[config.mk]
export PLATFORM = sky130hd
export DESIGN_NAME = mem_port_arbiter_flat
export DESIGN_NICKNAME = d
export VERILOG_FILES = /design/src/rtl/core_pkg.sv /design/src/rtl/mem_port_arbiter_if.sv /design/src/rtl/mem_port_arbiter_lat.sv /design/src/rtl/mem_port_arbiter.sv /design/src/flat_wrapper.sv
export SDC_FILE = /design/constraint.sdc
export NUM_CORES = 1
export LEC_CHECK = 0
export ABC_AREA = 1
export ABC_CLOCK_PERIOD_IN_PS = 1400
export BUFFER_PORTS_ARGS = -buffer_cell sky130_fd_sc_hd__buf_2
export CORE_AREA = 5 5 105 107
export CTS_BUF_LIST = sky130_fd_sc_hd__clkbuf_16
export DETAILED_ROUTE_END_ITERATION = 10
export DIE_AREA = 0 0 110 112
export HOLD_SLACK_MARGIN = 0.06
export SYNTH_ARGS = -nofsm -noshare
export SYNTH_HDL_FRONTEND = slang
export SYNTH_HIERARCHICAL = 1
export SYNTH_SLANG_ARGS = --single-unit
[constraint.sdc]
create_clock -name clk -period 1.4 [get_ports clk]
set_clock_uncertainty 0.1 [all_clocks]
set_input_delay 0.14 -clock clk [delete_from_list [all_inputs] [get_ports clk]]
set_output_delay 0.14 -clock clk [all_outputs]
set_load 0.05 [all_outputs]
[src/rtl/core_pkg.sv]
// Shared types and constants for the unified-memory port arbiter of the rv32i core.
package core_pkg;
  localparam int ADDR_W_DFLT = 32;
  localparam int DATA_W_DFLT = 32;

  // Owner tags double as the port mux select values.
  localparam logic OWN_IF = 1'b0;
  localparam logic OWN_D  = 1'b1;

  typedef enum logic {IDLE, RD_WAIT} arb_state_t;
endpackage

[src/rtl/mem_port_arbiter_if.sv]
// Requester and memory-port bundle; slave = arbiter view, master = requesters + memory.
interface mem_port_arbiter_if #(
  parameter int ADDR_W = core_pkg::ADDR_W_DFLT,
  parameter int DATA_W = core_pkg::DATA_W_DFLT
) ();
  logic              if_req;
  logic [ADDR_W-1:0] if_addr;
  logic              if_gnt;
  logic              if_rvalid;
  logic [DATA_W-1:0] if_rdata;
  logic              d_req;
  logic              d_we;
  logic [ADDR_W-1:0] d_addr;
  logic [DATA_W-1:0] d_wdata;
  logic [DATA_W/8-1:0] d_be;
  logic              d_gnt;
  logic              d_rvalid;
  logic [DATA_W-1:0] d_rdata;
  logic              mem_sel;
  logic              mem_en;
  logic              mem_we;
  logic [ADDR_W-1:0] mem_addr;
  logic [DATA_W-1:0] mem_wdata;
  logic [DATA_W/8-1:0] mem_be;
  logic [DATA_W-1:0] mem_rdata;
  logic              stall_if;

  modport slave (
    input  if_req, if_addr, d_req, d_we, d_addr, d_wdata, d_be, mem_rdata,
    output if_gnt, if_rvalid, if_rdata, d_gnt, d_rvalid, d_rdata,
           mem_sel, mem_en, mem_we, mem_addr, mem_wdata, mem_be, stall_if
  );

  modport master (
    output if_req, if_addr, d_req, d_we, d_addr, d_wdata, d_be, mem_rdata,
    input  if_gnt, if_rvalid, if_rdata, d_gnt, d_rvalid, d_rdata,
           mem_sel, mem_en, mem_we, mem_addr, mem_wdata, mem_be, stall_if
  );
endinterface

[src/rtl/mem_port_arbiter_lat.sv]
// Loadable down-counter; expire marks the cycle read data is valid on the port.
module mem_lat_timer #(
  parameter int MEM_LAT = 1
) (
  input  logic clk,
  input  logic rst,
  input  logic load,
  output logic expire
);
  localparam int CW = $clog2(MEM_LAT + 1);

  logic [CW-1:0] cnt;

  always_ff @(posedge clk) begin
    if (!rst)            cnt <= '0;
    else if (load)       cnt <= CW'(MEM_LAT);
    else if (cnt != '0)  cnt <= cnt - CW'(1);
  end

  assign expire = (cnt == CW'(1));
endmodule

[src/rtl/mem_port_arbiter.sv]
// Fetch vs load/store arbiter for the single-ported unified memory, with
// bounded data streaks so fetch cannot starve, and latency-timed read return.
module mem_port_arbiter
  import core_pkg::*;
#(
  parameter int ADDR_W          = ADDR_W_DFLT,
  parameter int DATA_W          = DATA_W_DFLT,
  parameter int MEM_LAT         = 1,
  parameter int MAX_DATA_STREAK = 2
) (
  input logic clk,
  input logic rst,
  mem_port_arbiter_if.slave bus
);
  localparam logic [1:0] MAX_S = 2'(MAX_DATA_STREAK);

  arb_state_t state, state_nxt;
  logic [1:0] streak;
  logic       owner, sel_q;
  logic       expire, rd_done, can_gnt, d_win, f_win, rd_gnt;

  mem_lat_timer #(.MEM_LAT(MEM_LAT)) u_lat (
    .clk    (clk),
    .rst    (rst),
    .load   (rd_gnt),
    .expire (expire)
  );

  always_ff @(posedge clk) begin
    if (!rst) state <= IDLE;
    else      state <= state_nxt;
  end

  // Everything is qualified with rst so the cycle reset is asserted already
  // shows a quiet port, even before the registers have been cleared.
  always_comb begin
    state_nxt = state;
    rd_done   = 1'b0;
    can_gnt   = 1'b0;
    d_win     = 1'b0;
    f_win     = 1'b0;
    if (rst) begin
      rd_done = (state == RD_WAIT) && expire;
      can_gnt = (state == IDLE) || rd_done;
      d_win   = can_gnt && bus.d_req && (!bus.if_req || streak < MAX_S);
      f_win   = can_gnt && !d_win && bus.if_req;
    end
    rd_gnt = f_win || (d_win && !bus.d_we);
    if (rd_gnt)                          state_nxt = RD_WAIT;
    else if (state == RD_WAIT && !rd_done) state_nxt = RD_WAIT;
    else                                 state_nxt = IDLE;
  end

  always_ff @(posedge clk) begin
    if (!rst) begin
      streak <= '0;
      owner  <= OWN_IF;
      sel_q  <= OWN_IF;
    end else begin
      if (rd_gnt)         owner <= d_win ? OWN_D : OWN_IF;
      if (d_win || f_win) sel_q <= d_win ? OWN_D : OWN_IF;
      if (!bus.if_req || f_win)      streak <= '0;
      else if (d_win && streak < MAX_S) streak <= streak + 2'd1;
    end
  end

  assign bus.if_gnt    = f_win;
  assign bus.d_gnt     = d_win;
  assign bus.mem_en    = d_win || f_win;
  assign bus.mem_we    = d_win && bus.d_we;
  assign bus.mem_sel   = !rst ? OWN_IF : (d_win ? OWN_D : (f_win ? OWN_IF : sel_q));
  assign bus.mem_addr  = d_win ? bus.d_addr : (f_win ? bus.if_addr : '0);
  assign bus.mem_wdata = d_win ? bus.d_wdata : '0;
  assign bus.mem_be    = d_win ? bus.d_be : (f_win ? '1 : '0);
  assign bus.stall_if  = rst && bus.if_req && !f_win;

  assign bus.if_rvalid = rd_done && (owner == OWN_IF);
  assign bus.d_rvalid  = rd_done && (owner == OWN_D);
  assign bus.if_rdata  = bus.if_rvalid ? bus.mem_rdata : '0;
  assign bus.d_rdata   = bus.d_rvalid  ? bus.mem_rdata : '0;
endmodule

[src/flat_wrapper.sv]
// flat-port wrapper written by rule: the top's interface ports become plain ports
module mem_port_arbiter_flat import core_pkg::*;
#(
  parameter int ADDR_W          = ADDR_W_DFLT,
  parameter int DATA_W          = DATA_W_DFLT,
  parameter int MEM_LAT         = 1,
  parameter int MAX_DATA_STREAK = 2
)
  (clk, rst, bus_if_req, bus_if_addr, bus_d_req, bus_d_we, bus_d_addr, bus_d_wdata, bus_d_be, bus_mem_rdata, bus_if_gnt, bus_if_rvalid, bus_if_rdata, bus_d_gnt, bus_d_rvalid, bus_d_rdata, bus_mem_sel, bus_mem_en, bus_mem_we, bus_mem_addr, bus_mem_wdata, bus_mem_be, bus_stall_if);
  mem_port_arbiter_if #(.ADDR_W(ADDR_W), .DATA_W(DATA_W)) bus_i ();
  input logic clk;
  input logic rst;
  input wire logic [$bits(bus_i.if_req)-1:0] bus_if_req;
  input wire logic [$bits(bus_i.if_addr)-1:0] bus_if_addr;
  input wire logic [$bits(bus_i.d_req)-1:0] bus_d_req;
  input wire logic [$bits(bus_i.d_we)-1:0] bus_d_we;
  input wire logic [$bits(bus_i.d_addr)-1:0] bus_d_addr;
  input wire logic [$bits(bus_i.d_wdata)-1:0] bus_d_wdata;
  input wire logic [$bits(bus_i.d_be)-1:0] bus_d_be;
  input wire logic [$bits(bus_i.mem_rdata)-1:0] bus_mem_rdata;
  output wire logic [$bits(bus_i.if_gnt)-1:0] bus_if_gnt;
  output wire logic [$bits(bus_i.if_rvalid)-1:0] bus_if_rvalid;
  output wire logic [$bits(bus_i.if_rdata)-1:0] bus_if_rdata;
  output wire logic [$bits(bus_i.d_gnt)-1:0] bus_d_gnt;
  output wire logic [$bits(bus_i.d_rvalid)-1:0] bus_d_rvalid;
  output wire logic [$bits(bus_i.d_rdata)-1:0] bus_d_rdata;
  output wire logic [$bits(bus_i.mem_sel)-1:0] bus_mem_sel;
  output wire logic [$bits(bus_i.mem_en)-1:0] bus_mem_en;
  output wire logic [$bits(bus_i.mem_we)-1:0] bus_mem_we;
  output wire logic [$bits(bus_i.mem_addr)-1:0] bus_mem_addr;
  output wire logic [$bits(bus_i.mem_wdata)-1:0] bus_mem_wdata;
  output wire logic [$bits(bus_i.mem_be)-1:0] bus_mem_be;
  output wire logic [$bits(bus_i.stall_if)-1:0] bus_stall_if;
  assign bus_i.if_req = bus_if_req;
  assign bus_i.if_addr = bus_if_addr;
  assign bus_i.d_req = bus_d_req;
  assign bus_i.d_we = bus_d_we;
  assign bus_i.d_addr = bus_d_addr;
  assign bus_i.d_wdata = bus_d_wdata;
  assign bus_i.d_be = bus_d_be;
  assign bus_i.mem_rdata = bus_mem_rdata;
  assign bus_if_gnt = bus_i.if_gnt;
  assign bus_if_rvalid = bus_i.if_rvalid;
  assign bus_if_rdata = bus_i.if_rdata;
  assign bus_d_gnt = bus_i.d_gnt;
  assign bus_d_rvalid = bus_i.d_rvalid;
  assign bus_d_rdata = bus_i.d_rdata;
  assign bus_mem_sel = bus_i.mem_sel;
  assign bus_mem_en = bus_i.mem_en;
  assign bus_mem_we = bus_i.mem_we;
  assign bus_mem_addr = bus_i.mem_addr;
  assign bus_mem_wdata = bus_i.mem_wdata;
  assign bus_mem_be = bus_i.mem_be;
  assign bus_stall_if = bus_i.stall_if;
  mem_port_arbiter #(.ADDR_W(ADDR_W), .DATA_W(DATA_W), .MEM_LAT(MEM_LAT), .MAX_DATA_STREAK(MAX_DATA_STREAK)) u_core (.clk(clk), .rst(rst), .bus(bus_i));
endmodule
Word level (Yosys, flattened, before mapping)
Cells that the tools add are included.
{"block": "word_totals", "register_bits": 6, "inputBits": 137, "out_inout_bits": 140, "wordCells": 53}
{"block": "op_classes", "addsub": 2, "n_lt_le_gt_ge": 1, "mux": 18, "n_bitwise": 3, "n_reduce_logical": 24}
{"operator": "$mux 32", "count": 5}
{"operator": "$logic_and 1x1->1", "count": 13}
{"operator": "$mux 1", "count": 11}
{"operator": "$mux 4", "count": 2}
{"operator": "$logic_not 1->1", "count": 5}
{"operator": "$logic_or 1x1->1", "count": 5}
{"operator": "$not 1->1", "count": 3}
{"operator": "$add 2x1->2 const B", "count": 1}
{"operator": "$lt 2x2->1 const B", "count": 1}
{"operator": "$reduce_or 2->1", "count": 1}
{"operator": "$sub 1x1->1 const B", "count": 1}

Depth between registers and ports, before layout
Gate-level depths: netlist of the first run.
{"block": "logic_depth", "word_depth": 11, "depth_mapped": 8, "mapped_depth_nobuf": 7}

Hierarchy
The synthesis of the first run kept the hierarchy.
{"module": "mem_port_arbiter", "instances": 1, "cells_per_inst": 327, "area_each_um2": 1442.6, "seq_area_each_um2": 100.1}
{"module": "mem_lat_timer", "instances": 1, "cells_per_inst": 3, "area_each_um2": 27.5, "seq_area_each_um2": 20.0}

Least setup slack after synthesis of the first run
No wires, ideal clock.
{"block": "synth_timing", "kind": "register to output", "from": "register u_core.state", "to": "output bus_d_rdata[19]", "arrival_ns": 2.145, "t_required_ns": 1.160, "path_slack_ns": -0.985, "path_stages_with_launch": 6, "path_buffers": 1, "path_cell_list": "dfxtp_1 nand3_1 nor2_1 inv_2 buf_6 nor2_1"}
{"block": "synth_via", "elab_chain_len": 4}
{"element": "from (decl)", "line": "mem_port_arbiter.sv:17", "text": "arb_state_t state, state_nxt;"}
{"element": "from (signal assigned)", "line": "mem_port_arbiter.sv:31", "text": "else state <= state_nxt;"}
{"element": "$logic_and 1x1->1", "line": "mem_port_arbiter.sv:43", "text": "rd_done = (state == RD_WAIT) && expire;"}
{"element": "$mux 1", "line": "mem_port_arbiter.sv:42", "text": "if (rst) begin"}
{"element": "$logic_and 1x1->1", "line": "mem_port_arbiter.sv:78", "text": "assign bus.d_rvalid = rd_done && (owner == OWN_D);"}
{"element": "net bus_d_rvalid", "line": "flat_wrapper.sv:25", "text": "output wire logic [$bits(bus_i.d_rvalid)-1:0] bus_d_rvalid;"}
{"element": "$mux 32", "line": "mem_port_arbiter.sv:80", "text": "assign bus.d_rdata = bus.d_rvalid ? bus.mem_rdata : '0;"}
{"element": "to (decl)", "line": "flat_wrapper.sv:26", "text": "output wire logic [$bits(bus_i.d_rdata)-1:0] bus_d_rdata;"}
The timed path passes the listed nets, and every way through them passes these cells.

Final worst setup path of the first run
{"block": "layout_timing", "from": "register u_core.u_lat.cnt (netlist: u_core/u_lat/expire)", "to": "output bus_mem_addr[5]"}
{"block": "layout_via", "elab_chain_len": 10, "word_cells_on_any_way": 11, "cone_classes": "mux: 4; reduce/logical: 7"}
{"element": "from (decl)", "line": "mem_port_arbiter_lat.sv:12", "text": "logic [CW-1:0] cnt;"}
{"element": "from (signal assigned)", "line": "mem_port_arbiter_lat.sv:16", "text": "else if (load) cnt <= CW'(MEM_LAT);"}
{"element": "from (signal assigned)", "line": "mem_port_arbiter_lat.sv:17", "text": "else if (cnt != '0) cnt <= cnt - CW'(1);"}
{"element": "$logic_and 1x1->1 *", "line": "mem_port_arbiter.sv:43"}
{"element": "$logic_or 1x1->1 *", "line": "mem_port_arbiter.sv:44", "text": "can_gnt = (state == IDLE) || rd_done;"}
{"element": "$logic_and 1x1->1 (2 in series)", "line": "mem_port_arbiter.sv:45", "text": "d_win = can_gnt && bus.d_req && (!bus.if_req || streak < MAX_S);"}
{"element": "$logic_not 1->1", "line": "mem_port_arbiter.sv:46", "text": "f_win = can_gnt && !d_win && bus.if_req;"}
{"element": "$logic_and 1x1->1 (2 in series)", "line": "mem_port_arbiter.sv:46"}
{"element": "$mux 1", "line": "mem_port_arbiter.sv:42"}
{"element": "$mux 32", "line": "mem_port_arbiter.sv:72", "text": "assign bus.mem_addr = d_win ? bus.d_addr : (f_win ? bus.if_addr : '0);"}
{"element": "$mux 32 *", "line": "mem_port_arbiter.sv:72"}
{"element": "to (decl)", "line": "flat_wrapper.sv:30", "text": "output wire logic [$bits(bus_i.mem_addr)-1:0] bus_mem_addr;"}
Mark *: on every way between the ends. The rest lies on a longest branch, timed or not.

==> metrics.md, run 1 <==
| Metric | Value |
|---|---|
| Outcome | finished, violations left |
| Violated checks | setup timing |
| Critical path class | register to primary output |
| DRT iter0 DRCs | 79 |
| Worst-margin pin slew | 206 ps |
| Relative slew slack | 0.862 |
| CTS Root Cell | clkbuf_16 |
| First-pass iteration count of the detailed router | 4 |
| Final setup vio count | 142 |
| Share of layout cells above drive strength 1 | 0.796 |
| Residual DRC | 0 |
| Synth-to-Final Area Change | 304% |
| HP Class | primary input to register |
| Later-pin clock latency in the skew report | roughly 230 ps |
| CP arrival | 1500 ps |
| # nets final | 772 |
| Fmax achieved | 574 MHz |
| Num CTS Buffers | 3 |
| IO buf count | 276 |
| Largest cells by area after synthesis | nand2_1, nor2_1, inv_1, buf_6, dfxtp_1 |
| Pwr dens | 399 mW/mm^2 |
| Global routing usage on met1 | 0.143 |
| Reg2Reg Depth | 10 |
| Vias per cell | 4.02 |
| Crit Path Max Fanout | 19 |
| Synthesized area | 0.00147 sq mm |
| FF+latch count, synth | 6 |
| Worst setup margin | -343 ps |
| Slowest library cell on the worst path | dfxtp_2 |
| Gr usage total | 0.145 |
| Number of global-route vias before repair | 3271 |
| Synthesized area per cell | 4.46 sq um |
| Clock-pin slew on the worst setup and hold paths | 30 ps |
| Die area | 0.0123 sq mm |
| Io pins | 277 |
| Post-Syn Instances | 330 |
| Synth cell types | 13 |
| Yosys top cell area share | 0.299 |
| Ys Warns | 6 |
| Final Power | 2.37 mW |
| GRT Residual Overflow | 0 |
| Mapped Nets | between 400 and 500 |
| Fill count | 815 |
| Grt peak-use layer | met2 |
| Critical path capture point | bus_mem_addr[5] |
| Routed len/inst | ~14 microns |
| Vias | 3091 |
| Most frequent CP cell | nand2_4 |
| Pin count of the biggest net entering global routing | 39 |
| DP HPWL | 7370 microns |
| Register area share after synthesis | 0.0817 |
| Die height | 112 microns |
| Cts hold-fix bufs | 0 |
| Reg-to-reg setup timing slack | -170 ps |
| Die width | 110 microns |
| TritonCTS clock tree | yes |
| Routed wire length | 10900 microns |
| GPL Wtd Cong | between 0.8 and 0.9 |
| Critical Path RT | 1160 ps |
| Antenna violations before repair | 0 |
| Tmin final | 1740 ps |
| Worst r2r src | u_core/u_lat/expire |
| Rows | 37 |
| Crit-path cells | inv_2 -> nand2_4 -> nand2_4 -> nor2_4 -> buf_12 -> clkbuf_16 -> nand2_1 -> nand2_2 -> buf_8 |
| Final critical-path share of the clock period | 1.25 |
| Setup crit start | u_core/u_lat/expire |
| DRT antenna net count | 0 |
| Leak | approximately 3 nW |
| Hold Violations, Final | 0 |
| First-pass GRT wire length | 14900 microns |
| Number of diodes | 0 |
| CP endpoint kind | primary output |
| Area leader, netlist | nand2_1 |
| Reg-to-reg endpoint | u_core/streak[1] |
| Clock buffer depth | 2 |
| RSZ-0062 raised after global routing | yes |
| Core Area | between 0.01 and 0.015 sq mm |
| Largest stage delay, worst path | 330 ps |
| Fin Setup TNS | -37540 ps |
| Global Route met2 Usage | 0.301 |
| Startpoint types | register |
| Global routing usage on met3 | 0.0267 |
| Max-cap violations | 0 |
| Slew Viols, Final | 0 |
| # H-tree levels | 1 |
| Starting Density | 0.146 |
| Max VDD drop | 0.481 mV |
| # clock sinks | 6 |
-- worst min-delay path by stage --
stage,start,endpoint,slack [ps],cells after the start
global placement,u_core/streak[0],u_core/streak[0],360,2
floorplan,rst,u_core/state,140,2
finish,rst,u_core/owner,170,3
global route,rst,u_core/owner,220,3
CTS,rst,u_core/owner,160,3
detailed placement,u_core/streak[0],u_core/streak[0],380,2
-- Yosys cell counts --
cell and n:
a21oi_1 3, buf_2 5, inv_2 4, nor2_1 96
nand3_1 6, dfxtp_1 6, nand2_1 117, nor2_2 4
buf_6 12, inv_1 74, nand2_2 1, nor2_4 1
nand3_2 1
-- cell type report --
type                    count  area [sq um]  area share
clock buffers               3          75.1      0.0126
well taps                 136           170      0.0286
multi-input cells         229          2030       0.342
flip-flops and latches      6           126      0.0213
repair buffers            317          3220       0.543
inverters                  78           313      0.0527
-- cells in the final DEF, fill, tap and decap left out, types with 10 or more instances in the layout --
| master | count |
|---|---|
| nand2_4 | 40 |
| nor2_4 | 99 |
| buf_8 | 67 |
| inv_1 | 73 |
| nand2_2 | 32 |
| buf_2 | 136 |
| buf_6 | 78 |
| clkbuf_16 | 11 |
| buf_4 | 10 |
| nand2_1 | 46 |
| buf_12 | 15 |
-- repair_timing --
action                                  4_1_cts  5_1_grt
resized for setup                           326      114
setup buffers                                 2        8
pin swaps                                     4        6
endpoints found under the setup margin      142      142
cloned                                        2        9
-- power by group --
group / leakage, nW / switching [mW] / internal, mW
sequential: 0.0509 / 0.0111 / 0.183
combinational: 2.98 / 1.01 / 0.707
clock: 0.0370 / 0.0879 / 0.366
-- worst max-delay path: cells and delay by family (launching register included) --
family / cells / cell delay, ps
flip-flops: 1 / 330
buffers and inverters: 4 / 510
AND/OR/NAND/NOR: 5 / 430
-- registers in the layout, indices dropped and copies added, names as in the netlist --
register             count
u_core/state             1
u_core/u_lat/expire      1
u_core/owner             1
u_core/streak            2
u_core/sel_q             1
-- cells by family after synthesis --
| family | after synthesis | synth area share |
|---|---|---|
| DFF | 6 | 0.0817 |
| buffers and inverters | 95 | 0.308 |
| and+or+nand+nor | 226 | 0.600 |
| AOI/OAI and AO/OA | 3 | 0.0102 |
-- layer usage --
metal,share of wire,vias to the layer above
li1,-,1521
met1,0.33,1404
met2,0.57,154
met3,0.085,12
met4,0.011,0
met5,0,-
-- per-stage QoR --
step | hold slack (ps) | cells | instance area, sq um | worst slack, ps | util
global placement | 362 | 747 | 4080 | -161 | 0.406
detailed placement | 376 | 747 | 4080 | -199 | 0.406
CTS | 158 | 754 | 5270 | -323 | 0.525
global route | 217 | 769 | 5940 | -392 | 0.591
finish | 175 | 769 | 5940 | -343 | 0.591
floorplan | 138 | 330 | 2420 | -215 | -
(Power assumes the default switching activity.)
==> inputs of run 2 (changes only) <==
CORE_AREA = 5 5 106 108   (was 5 5 105 107)
CTS_BUF_LIST = sky130_fd_sc_hd__clkbuf_2   (was sky130_fd_sc_hd__clkbuf_16)
DIE_AREA = 0 0 111 113   (was 0 0 110 112)
GPL_TIMING_DRIVEN = 0   (was unset)
==> metrics.md, run 2 (synthesis gave the netlist of run 1 again) <==
| Metric | Value |
|---|---|
| Synth-to-Final Area Change | 283% |
| Fmax achieved | 568 MHz (-1.0%) |
| Core Area | 0.0101 sq mm (+0.92%) |
| Number of global-route vias before repair | 3369 (+3.0%) |
| Final critical-path share of the clock period | 1.26 (+0.0126) |
| First-pass GRT wire length | 16400 microns (+10%) |
| Fin Hold WS | 107 ps (-67.3 ps) |
| CP endpoint kind | primary output |
| Cell family with most CP delay | simple AND/OR/NAND/NOR gates |
| Io pins | 277 (unchanged) |
| Fill count | 882 (+8.2%) |
| Vias per cell | 4.03 (+0.23%) |
| DP HPWL | 8050 microns (+9.2%) |
| Max reg flops | 2 (unchanged) |
| Commonest non-fill, non-tap cells in the layout | buf_2, buf_6, nor2_4 |
| Critical path capture point | bus_mem_addr[9] |
| Setup crit start | u_core/streak[1] |
| # clock sinks | 6 (unchanged) |
| First-pass iteration count of the detailed router | 4 (unchanged) |
| Die width | 111 microns (+0.91%) |
| Vias | 3090 (-0.032%) |
| Share of layout cells above drive strength 1 | 0.792 (-0.00382) |
| Top reg by flops | u_core/streak |
| Slew Viols, Final | 0 (unchanged) |
| Worst setup margin | -361 ps (-17.7 ps) |
| Crit-path cells | nand2_1 -> nand2_4 -> nor2_4 -> buf_4 -> buf_6 -> nand2_1 -> nand2_2 -> buf_8 |
| Pin count of the biggest net entering global routing | 11 (-72%) |
| CTS Root Cell | clkbuf_2 |
| CP arrival | 1520 ps (+20 ps) |
| Reg-to-reg endpoint | u_core/streak[0] |
| Outcome | finished, violations left |
| Antenna violations before repair | 0 (unchanged) |
| Leak | 2.92 nW (-4.7%) |
| Later-pin clock latency in the skew report | 220 ps (about the same) |
| CP Depth | 8 (-1) |
| Critical path class | register to primary output |
| HP Class | primary input to register |
| RSZ-0062 raised after global routing | yes |
| Num CTS Buffers | 3 (unchanged) |
| Max VDD drop | 0.309 mV (-36%) |
| Clock-pin slew on the worst setup and hold paths | 70 ps (+40 ps) |
| Crit Path Max Fanout | 10 (-9) |
| Largest stage delay, worst path | 330 ps (about the same) |
| Residual DRC | 0 (unchanged) |
| Pwr dens | 363 mW/mm^2 (-9.1%) |
| Gr usage total | 0.155 (+0.0100) |
| Routed len/inst | 14.2 microns (-0.29%) |
| # H-tree levels | 1 (unchanged) |
| Violated checks | setup timing |
| Relative slew slack | 0.856 (-0.00623) |
| IO buf count | 276 (unchanged) |
| GRT Residual Overflow | 0 (unchanged) |
| Crit path buffers/inverters | 3 (-1) |
| Final setup vio count | 139 (-2.1%) |
| Final instance area | 0.00563 sq mm (-5.2%) |
| Slowest library cell on the worst path | dfxtp_1 |
| Starting Density | 0.145 (-0.00134) |
| Startpoint types | register |
| Reg2Reg Depth | 9 (-1) |
| DRT iter0 DRCs | 140 (+77%) |
| Most frequent CP cell | nand2_1 |
| Routed wire length | 10900 microns (-0.55%) |
| # nets final | 770 (-0.26%) |
| TritonCTS clock tree | yes |
| Rows | 37 (unchanged) |
| Commonest non-fill, non-tap cell in the layout | buf_2 |
| Die area | 0.0125 sq mm (+1.8%) |
| Max-cap violations | 0 (unchanged) |
| Critical Path RT | 1160 ps (about the same) |
| Reg-to-reg setup timing slack | -10 ps (+160 ps) |
| Tmin final | 1760 ps (+17.7 ps) |
| Non-filler instance count after layout | 767 (-0.26%) |
| Placed Instance Area | 0.00397 sq mm (-2.6%) |
| DRT antenna net count | 0 (unchanged) |
| Worst-margin pin slew | 216 ps (+9.33 ps) |
| Placed Cells | 742 (-0.67%) |
| GPL Wtd Cong | 0.924 (+13%) |
| Clock buffer depth | 2 (unchanged) |
| Dpl ws | -280 ps (-81.2 ps) |
| Number of diodes | 0 (unchanged) |
| Hold Violations, Final | 0 (unchanged) |
| Die height | 113 microns (+0.89%) |
| Worst r2r src | u_core/streak[1] |
## run 2: repair_timing
item / in CTS / in global routing
pin swaps: 12 / 12
gates resized for setup: 367 / 65
endpoints found under the hold margin: 0 / 0
buffers inserted: 14 / 4
endpoints found under the setup margin: 140 / 142
cloned: 5 / 2
hold buffers: 0 / 0
## run 2: worst min-delay path by stage
stage	startpoint	slack (ps)	cells after the start	end
after CTS	rst	110	3	u_core/state
after global routing	rst	120	3	u_core/state
after detailed placement	rst	350	3	u_core/state
final	rst	110	3	u_core/state
after floorplan	rst	140	2	u_core/state
after global placement	rst	340	3	u_core/state
## run 2: worst reg2reg max path, cell delays in order (launching register included)
cell and delay (ps):
dfxtp_1 330, nand2_1 110, nand2_4 80, nor2_4 150, buf_6 160, buf_6 110, buf_6 90, nand3_2 60
nand2_1 80, nor2_1 40
## run 2: area by class of cell
class                           count  area [sq um]  share of cell area
Timing Repair Buffer              299          2770               0.492
Inverter                           78           322              0.0571
Clock buffer                        3          15.0             0.00266
Tap cell                          136           170              0.0302
Buffer                             16           262              0.0464
Multi-Input combinational cell    229          1970               0.350
Sequential cell                     6           123              0.0218
## run 2: where the power goes
group	internal (mW)	leakage, nW	switching, mW	total, mW
Combinational	0.717	2.86	1.02	1.73
Sequential	0.183	0.0501	0.00825	0.191
Clock	0.0582	0.0125	0.0617	0.120
## run 2: metrics by stage
step	power (mW)	utilization	TNS (ps)
floorplan	1.08	-	-12620
global placement	1.43	0.392	-17940
detailed placement	1.44	0.392	-19040
CTS	1.95	0.530	-36700
global route	2.15	0.556	-47430
finish	2.04	0.556	-34550
## run 2: layer usage
metal	routed length, microns	part of all wire	track usage	up-vias
li1	-	-	-	1521
met1	3510	0.32	0.150	1373
met2	6030	0.56	0.314	176
met3	1070	0.098	0.0503	20
met4	251	0.023	0.0419	0
met5	0	0	0	-
==> inputs of run 3 (changes only) <==
CORE_AREA = 3 3 107 109   (was 5 5 106 108)
DIE_AREA = 0 0 110 112   (was 0 0 111 113)
==> metrics.md, run 3 (synthesis gave the netlist of run 1 again) <==
| Metric | Value |
|---|---|
| Outcome | finished, violations left |
| Violated checks | setup timing |
| Switch share | 0.532 (about the same) |
| RSZ-0062 raised after global routing | yes |
| # nets final | 776 (+0.78%) |
| Hold Violations, Final | 0 (unchanged) |
| Reg2Reg Depth | 10 (+1) |
| Worst setup margin | -328 ps (+33.2 ps) |
| Io pins | 277 (unchanged) |
| Share of layout cells above drive strength 1 | 0.826 (+0.0334) |
| Die area | 0.0123 sq mm (-1.8%) |
| Switching pwr | 1.12 mW (+3.2%) |
| DRT antenna net count | 0 (unchanged) |
| Tmin final | 1730 ps (-33.2 ps) |
| Clock-pin slew on the worst setup and hold paths | 70 ps (about the same) |
| Footprint of the multi-input gates | 0.00210 sq mm (+6.3%) |
| Leak | 3.08 nW (+5.5%) |
| Max reg flops | 2 (unchanged) |
| Gr usage total | 0.153 (-0.00265) |
| Top reg by flops | u_core/streak |
| Final setup vio count | 141 (+1.4%) |
| Commonest non-fill, non-tap cell in the layout | buf_2 |
| Placed Cells | 746 (+0.54%) |
| First-pass iteration count of the detailed router | 4 (unchanged) |
| Non-filler instance count after layout | 777 (+1.3%) |
| Max VDD drop | 0.364 mV (+18%) |
| Critical path class | register to primary output |
| Worst r2r src | u_core/u_lat/expire |
| Hold depth | 3 (unchanged) |
| Num CTS Buffers | 3 (unchanged) |
| DRT iter0 DRCs | 65 (-54%) |
| GPL Wtd Cong | 0.809 (-12%) |
| HP Class | primary input to register |
| Setup crit start | u_core/u_lat/expire |
| TritonCTS clock tree | yes |
| Clock power share | 0.058 (about the same) |
| Antenna violations before repair | 0 (unchanged) |
| Die height | 112 microns (-0.88%) |
| Placed Instance Area | 0.00398 sq mm (+0.13%) |
| First-pass GRT wire length | 15400 microns (-6.1%) |
| Worst-margin pin slew | 225 ps (+9.61 ps) |
| Internal power | 987 uW (+3.1%) |
| Pwr dens | 359 mW/mm^2 (-1.0%) |
| Pin count of the biggest net entering global routing | 11 (unchanged) |
| Final critical-path share of the clock period | 1.23 (-0.0237) |
| Slew Viols, Final | 0 (unchanged) |
| Routed len/inst | 14.1 microns (-0.16%) |
| Fmax achieved | 579 MHz (+1.9%) |
| CP arrival | 1490 ps (-30 ps) |
| IO buf count | 276 (unchanged) |
| Residual DRC | 0 (unchanged) |
| Die width | 110 microns (-0.90%) |
| Clock buffer depth | 2 (unchanged) |
| CP endpoint kind | primary output |
| CTS Root Cell | clkbuf_2 |
| FF/Latch Area | 124 sq um (+1.0%) |
| Final Power | 2.11 mW (+3.2%) |
| Startpoint types | register |
| # clock sinks | 6 (unchanged) |
| Combinational share of power | 0.852 (+0.004) |
| Relative slew slack | 0.850 (-0.00641) |
| Max-cap violations | 0 (unchanged) |
| DP HPWL | 7600 microns (-5.6%) |
| Rows | 38 (+2.7%) |
| Crit Path Max Fanout | 12 (+2) |
| Vias | 3149 (+1.9%) |
| GRT Residual Overflow | 0 (unchanged) |
| Later-pin clock latency in the skew report | 220 ps (about the same) |
| # H-tree levels | 1 (unchanged) |
| Core Area | 0.0107 sq mm (+5.5%) |
| Number of diodes | 0 (unchanged) |
| Critical Path RT | 1160 ps (about the same) |
| Hold Startpoint | rst |
| Final instance area | 0.00587 sq mm (+4.2%) |
| Synth-to-Final Area Change | 299% |
| Fill count | 928 (+5.2%) |
| Starting Density | 0.137 (-0.00758) |
| Sequential power share | 0.091 (-0.002) |
| Vias per cell | 4.05 (+0.60%) |
| Commonest non-fill, non-tap cells in the layout | buf_2, buf_6, nor2_4 |
| Routed wire length | 11000 microns (+1.1%) |
| Number of global-route vias before repair | 3306 (-1.9%) |
[run 3: cell types whose count changed in the layout (fill, tap and decap cells not counted), sizes merged]
cell,before,now
buf,314,315
clkbuf,4,9
[run 3: worst max-delay path: stages, from the launching register on]
cell       delay, ps
dfxtp_2          340
inv_2             40
nand2_2           70
nand2_2           60
nor2_4           140
buf_6            130
inv_8             60
clkbuf_16        170
nor2_4            80
buf_6            160
[run 3: what timing repair did]
item                                    in CTS  in global routing
setup buffers                               13                  8
pin swaps                                    4                 27
gates resized for setup                    370                 97
cloned                                       4                  6
endpoints found under the setup margin     140                144
hold buffers                                 0                  0
[run 3: path summary, 6_finish.rpt]
path | end | slack, ps
min reg2reg | u_core/sel_q | 390
min | u_core/state | 130
max | bus_mem_wdata[6] | -330
max reg2reg | u_core/streak[0] | -50
[run 3: power groups by stage]
stage / Sequential (mW) / Combinational [mW] / Clock (mW)
floorplan: 0.193 / 0.885 / 0
global placement: 0.194 / 1.23 / 0
detailed placement: 0.194 / 1.24 / 0
CTS: 0.191 / 1.63 / 0.129
global route: 0.192 / 1.88 / 0.138
finish: 0.191 / 1.79 / 0.121
[run 3: metal layers]
metal | wire length [microns] | share of wire | global-route usage
met1 | 3460 | 0.31 | 0.148
met2 | 6250 | 0.57 | 0.308
met3 | 995 | 0.091 | 0.0423
met4 | 277 | 0.025 | 0.0341
met5 | 0 | 0 | 0
[run 3: per-stage QoR]
stage	TNS, ps	hold WS (ps)	setup WS [ps]	utilization
2_1_floorplan	-12620	138	-215	-
3_3_place_gp	-16380	345	-281	0.372
3_5_place_dp	-19120	362	-290	0.372
4_1_cts	-38050	114	-359	0.501
5_1_grt	-49030	130	-428	0.549
6_report	-33740	131	-328	0.549
[run 3: final cells by class]
class	count	area share
Buffer	16	0.0481
Inverter	78	0.0541
Tap cell	140	0.0298
Sequential cell	6	0.0211
Multi-Input combinational cell	229	0.357
Clock buffer	3	0.00256
Timing Repair Buffer	305	0.487
